`config.mk`:
```
export PLATFORM = sky130hd
export DESIGN_NAME = pipe_gen_flat
export DESIGN_NICKNAME = d
export VERILOG_FILES = /design/src/rtl/pipe_gen_pkg.sv /design/src/rtl/pipe_gen_if.sv /design/src/rtl/pipe_gen_lfsr8.sv /design/src/rtl/pipe_gen.sv /design/src/flat_wrapper.sv
export SDC_FILE = /design/constraint.sdc
export NUM_CORES = 1
export LEC_CHECK = 0
export CAP_MARGIN = 5
export CORE_AREA = 3 3 72 74
export DETAILED_ROUTE_END_ITERATION = 6
export DIE_AREA = 0 0 75 77
export GPL_ROUTABILITY_DRIVEN = 0
export PLACE_DENSITY = 0.67
export SLEW_MARGIN = 5
export SYNTH_ARGS = -nofsm -noshare
export SYNTH_HDL_FRONTEND = slang
export SYNTH_SLANG_ARGS = --single-unit
```
`constraint.sdc`:
```
create_clock -name clk_i -period 1.4 [get_ports clk_i]
set_input_delay 0.42 -clock clk_i [delete_from_list [all_inputs] [get_ports clk_i]]
set_output_delay 0.42 -clock clk_i [all_outputs]
set_load 0.05 [all_outputs]
```
`src/rtl/pipe_gen_pkg.sv`:
```
// pipe_gen shared types: FSM encoding, LFSR taps and default seed.
// Imported by the pipe_gen top and its lfsr8 sub-module.
package pipe_gen_pkg;

    typedef enum logic [1:0] {
        IDLE   = 2'd0,
        REDUCE = 2'd1,
        BUILD  = 2'd2,
        DONE   = 2'd3
    } state_t;

    localparam logic [7:0] LFSR_TAPS = 8'hB8;
    localparam logic [7:0] DEF_SEED  = 8'hA5;

    // Fibonacci step: feedback is b7^b5^b4^b3, shifted in at bit 0.
    function automatic logic [7:0] lfsr_next(input logic [7:0] v);
        return {v[6:0], ^(v & LFSR_TAPS)};
    endfunction

endpackage

```
`src/rtl/pipe_gen_if.sv`:
```
// Request/done handshake and column bundle between sequencer and pipe_gen.
// master = sequencer side, slave = generator side.
interface pipe_gen_if #(
    parameter int GS = 8
);
    logic          e_gen_i;
    logic [GS-1:0] col_o;
    logic          pipe_o;
    logic          d_gen_o;
    logic [7:0]    score_o;

    modport master (
        output e_gen_i,
        input  col_o,
        input  pipe_o,
        input  d_gen_o,
        input  score_o
    );

    modport slave (
        input  e_gen_i,
        output col_o,
        output pipe_o,
        output d_gen_o,
        output score_o
    );
endinterface

```
`src/rtl/pipe_gen_lfsr8.sv`:
```
// lfsr8: 8-bit Fibonacci LFSR, loads seed on reset, advances on step_i.
module lfsr8
    import pipe_gen_pkg::*;
(
    input  logic       clk_i,
    input  logic       reset_i,
    input  logic       step_i,
    input  logic [7:0] seed,
    output logic [7:0] q_o
);

    logic [7:0] lfsr_q, lfsr_d;

    always_comb begin
        lfsr_d = lfsr_q;
        if (step_i) lfsr_d = lfsr_next(lfsr_q);
    end

    always_ff @(posedge clk_i) begin
        if (reset_i) lfsr_q <= seed;
        else         lfsr_q <= lfsr_d;
    end

    assign q_o = lfsr_q;

endmodule

```
`src/rtl/pipe_gen.sv`:
```
// pipe_gen: obstacle column generator for the 8x8 playfield.
// Optional pipe score counter enabled by defining PIPE_GEN_SCORE_EN.
module pipe_gen
    import pipe_gen_pkg::*;
#(
    parameter int         GS      = 8,
    parameter int         GAP     = 3,
    parameter int         SPACING = 4,
    parameter logic [7:0] SEED    = DEF_SEED
) (
    input  logic        clk_i,
    input  logic        reset_i,
    pipe_gen_if.slave   gen
);

    localparam int         M        = GS - GAP + 1;
    localparam logic [7:0] M8       = 8'(M);
    localparam int         CW       = (SPACING > 1) ? $clog2(SPACING) : 1;
    localparam logic [CW-1:0] CNT_LAST = CW'(SPACING - 1);
    localparam logic [GS-1:0] GAP_ONES = {GS{1'b1}} >> (GS - GAP);

    state_t        state_q, state_d;
    logic [CW-1:0] cnt_q, cnt_d;
    logic [7:0]    r_q, r_d;
    logic          pflag_q, pflag_d;
    logic [GS-1:0] col_q, col_d;
    logic          pipe_q, pipe_d;
    logic          done_q, done_d;
    logic          step;
    logic [7:0]    lfsr_q;

    lfsr8 u_lfsr (
        .clk_i   (clk_i),
        .reset_i (reset_i),
        .step_i  (step),
        .seed    (SEED),
        .q_o     (lfsr_q)
    );

    always_comb begin
        state_d = state_q;
        cnt_d   = cnt_q;
        r_d     = r_q;
        pflag_d = pflag_q;
        col_d   = col_q;
        pipe_d  = pipe_q;
        done_d  = done_q;
        step    = 1'b0;
        unique case (state_q)
            IDLE: begin
                if (gen.e_gen_i) begin
                    if (cnt_q == CNT_LAST) begin
                        cnt_d   = '0;
                        step    = 1'b1;
                        // r takes the value the LFSR moves to this edge
                        r_d     = lfsr_next(lfsr_q);
                        pflag_d = 1'b1;
                        state_d = REDUCE;
                    end else begin
                        cnt_d   = cnt_q + 1'b1;
                        pflag_d = 1'b0;
                        state_d = BUILD;
                    end
                end
            end
            REDUCE: begin
                if (r_q >= M8) r_d = r_q - M8;
                else           state_d = BUILD;
            end
            BUILD: begin
                col_d   = pflag_q ? ~(GAP_ONES << r_q) : '0;
                pipe_d  = pflag_q;
                done_d  = 1'b1;
                state_d = DONE;
            end
            DONE: begin
                if (!gen.e_gen_i) begin
                    done_d  = 1'b0;
                    state_d = IDLE;
                end
            end
            default: state_d = IDLE;
        endcase
    end

    always_ff @(posedge clk_i) begin
        if (reset_i) begin
            state_q <= IDLE;
            cnt_q   <= '0;
            r_q     <= '0;
            pflag_q <= 1'b0;
            col_q   <= '0;
            pipe_q  <= 1'b0;
            done_q  <= 1'b0;
        end else begin
            state_q <= state_d;
            cnt_q   <= cnt_d;
            r_q     <= r_d;
            pflag_q <= pflag_d;
            col_q   <= col_d;
            pipe_q  <= pipe_d;
            done_q  <= done_d;
        end
    end

`ifdef PIPE_GEN_SCORE_EN
    logic [7:0] score_q, score_d;

    always_comb begin
        score_d = score_q;
        if (state_q == BUILD && pflag_q && score_q != 8'hFF)
            score_d = score_q + 8'd1;
    end

    always_ff @(posedge clk_i) begin
        if (reset_i) score_q <= 8'h00;
        else         score_q <= score_d;
    end

    assign gen.score_o = score_q;
`else
    assign gen.score_o = 8'h00;
`endif

    assign gen.col_o   = col_q;
    assign gen.pipe_o  = pipe_q;
    assign gen.d_gen_o = done_q;

endmodule

```
`src/flat_wrapper.sv`:
```
// flat-port wrapper written by rule: the top's interface ports become plain ports
module pipe_gen_flat import pipe_gen_pkg::*;
#(
    parameter int         GS      = 8,
    parameter int         GAP     = 3,
    parameter int         SPACING = 4,
    parameter logic [7:0] SEED    = DEF_SEED
)
  (clk_i, reset_i, gen_e_gen_i, gen_col_o, gen_pipe_o, gen_d_gen_o, gen_score_o);
  pipe_gen_if #(.GS(GS)) gen_i ();
  input  logic clk_i;
  input  logic reset_i;
  input wire logic [$bits(gen_i.e_gen_i)-1:0] gen_e_gen_i;
  output wire logic [$bits(gen_i.col_o)-1:0] gen_col_o;
  output wire logic [$bits(gen_i.pipe_o)-1:0] gen_pipe_o;
  output wire logic [$bits(gen_i.d_gen_o)-1:0] gen_d_gen_o;
  output wire logic [$bits(gen_i.score_o)-1:0] gen_score_o;
  assign gen_i.e_gen_i = gen_e_gen_i;
  assign gen_col_o = gen_i.col_o;
  assign gen_pipe_o = gen_i.pipe_o;
  assign gen_d_gen_o = gen_i.d_gen_o;
  assign gen_score_o = gen_i.score_o;
  pipe_gen #(.GS(GS), .GAP(GAP), .SPACING(SPACING), .SEED(SEED)) u_core (.clk_i(clk_i), .reset_i(reset_i), .gen(gen_i));
endmodule
```
==> impl_metrics.yaml <==
setup_path:
  r2r_slack_ns: -0.01
  r2r_end: "u_core.state_q[1]"
  worstPathCellList: "inv_4, ha_4, a21boi_2, or4_1, o31ai_1"
  cpPeakStageDelay_ns: 0.50
  slowest_stage: "or4_1"
  path_depth: 5
  worstPathMaxFanout: 4
  path_class: "reg -> reg"
  arrival_ns: 1.60
  rr_worst_depth: 5
  r2r-start: "u_core.state_q[1]"
  crit_family: "simple AND/OR/NAND/NOR gates"
  cp-end-kind: "flip-flop"
  required_ns: 1.59
  path_buf_inv: 1
  start_kind: "flip-flop"
clock_tree:
  cts_tree: "built"
  clkLatencyLatePin_ns: 0.28
  clkSinkCount: 31
  postCtsHoldBufs: 0
  root_buffer: "clkbuf_8"
  clk_path_buf_depth: 2
  numCtsBuffers: 5
  clk_pin_slew_ns: 0.06
  h-tree-depth: 2
die:
  row_count: 25
  ios: 21
  design.die.area_um2: 5780
  die_h_um: 77
  die_w_um: 75
  core_um2: 4660
  start_util: 0.346
route:
  dr.pass1.iters: 4
  remaining_drc_errors: 0
  vias: 1410
  wl_per_cell_um: 12.3
  vias_per_cell: 4.93
  initialDrtViolationCount: 67
  antenna_left: 0
  routed_wl_mm: 3.52
layout:
  area_growth_pct: 40.6
  nets: 241
  layout-drive-gt1-share: 0.323
  postLayoutCellArea_um2: 2270
  final_common_cell: "nand2_1"
  layout_common_cells: "31 x nand2_1, 27 x dfxtp_1, 23 x buf_4, 21 x a21oi_1"
  antenna_cells: 0
  utilization: 0.487
timing:
  report.final.setup_viol: 2
  tns_ns: -0.0238
  finalMaxSlewViolations: 0
  hold_violations: 0
  min_period_over_period: 1.01
  fin_skew_ns: 0.00376
  rsz0062_at_grt: "yes"
  setup_slack_ns: -0.0138
  max_freq_mhz: 707
  finalCriticalPeriod_ns: 1.41
grt:
  grt_max_degree: 18
  grt_antenna_before_repair: 0
  grt_usage: 0.137
  grt_pass1_wl_mm: 6.11
  first_global_vias: 1379
  grt-ovfl-total: 0
placed_design:
  portBuffers: 12
  place_ws_ns: -0.446
  placed_area_um2: 2020
  dp_hpwl_mm: 2.46
synth:
  synth_edf_count: 0
  yosys_warnings: 0
  synth-async-reset-ratio: 0
  yosysSeqAreaShare: 0.384
  synthCells: 195
  syn_area_um2: 1610
  ys_seq_elements: 31
  ys.flop_type: "dfxtp_1"
  synth_cell_type_count: 40
  syn_avg_cell_area_um2: 8.28
hold_path:
  min_from: "u_core.cnt_q[1]"
  hold_depth: 2
  hold_class: "reg -> reg"
  min_to: "u_core.cnt_q[1]"
pwr:
  power_mw: 2.10
  leakage_nw: 0.847
  peakVddDrop_uv: 569
  p_per_area_nw_per_um2: 926
run:
  cap_violations: 0
outcome:
  violations: "negative setup slack"
  outcome: "finished, violations left"
==> area by class of cell <==
| type | count | area [µm²] |
|---|---|---|
| tap | 54 | 67.6 |
| timing repair buffer | 38 | 425 |
| multi-input combinational | 148 | 1020 |
| clock buffer | 8 | 100 |
| fill | 412 | 2390 |
| sequential | 31 | 628 |
| inverter | 7 | 31.3 |
==> worst register-to-register path, cell delays in order, from the launching register on <==
cell and delay, ns:
dfxtp_2 0.35, inv_4 0.06, ha_4 0.17, a21boi_2 0.17, or4_1 0.50, o31ai_1 0.08
==> synth_stat cells, types with 4 or more instances <==
cell type / n / area (µm²)
a21oi_1: 24 / 120
buf_4: 9 / 67.6
nand3b_1: 6 / 45.0
inv_1: 6 / 22.5
dfxtp_1: 31 / 621
mux2i_1: 4 / 40.0
o21ai_0: 13 / 65.1
nor2_1: 11 / 41.3
clkbuf_1: 6 / 22.5
nand2_1: 31 / 116
ha_1: 7 / 87.6
==> how the worst max path moves through the flow <==
stage	slack (ns)	endpoint	from
2_1_floorplan	-0.09	u_core.state_q[1]	u_core.r_q[1]
3_3_place_gp	-0.38	u_core.r_q[1]	gen_e_gen_i
3_5_place_dp	-0.45	u_core.r_q[1]	gen_e_gen_i
4_1_cts	-0.008	u_core.state_q[1]	u_core.state_q[0]
5_1_grt	-0.1	u_core.r_q[1]	u_core.state_q[0]
6_report	-0.01	u_core.state_q[1]	u_core.state_q[1]
==> layer usage <==
layer,global-route usage,vias to the layer above,part of all wire
met3,0.0459,7,0.046
met2,0.221,25,0.48
met5,0,-,0
met1,0.158,646,0.45
li1,-,732,-
met4,0.0623,0,0.021
==> power breakdown <==
group	switching, mW	internal (mW)
Clock	0.318	0.448
Sequential	0.0233	0.907
Combinational	0.227	0.179
Total	0.569	1.53
==> logic make-up after synthesis <==
group | share of synthesized area
other | 0.00232
AO/OA/AOI/OAI | 0.206
XOR/XNOR | 0.0163
AND/OR/NAND/NOR | 0.212
buffers and inverters | 0.0791
adder cells (fa/ha/maj) | 0.0543
multiplexers | 0.0457
flip-flops | 0.384
==> repair_timing <==
action                                  4_1_cts  5_1_grt
buffers inserted                              1        0
resized for setup                            24       19
endpoints found under the setup margin       19       20
pin swaps                                     3        5
==> sequential cells by signal, indices dropped and copies added (netlist names) <==
signal and flops:
u_core.gen.d_gen_o 1, u_core.u_lfsr.q_o 8, u_core.gen.col_o 8, u_core.cnt_q 2
u_core.pflag_q 1, u_core.gen.pipe_o 1, u_core.state_q 2, u_core.r_q 8
==> stage by stage <==
step,cells,hold WS [ns]
finish,286,0.472
global route,286,0.494
global placement,277,0.447
CTS,286,0.472
floorplan,202,0.440
detailed placement,277,0.463
No activity file was read; power rests on OpenSTA's default activity.
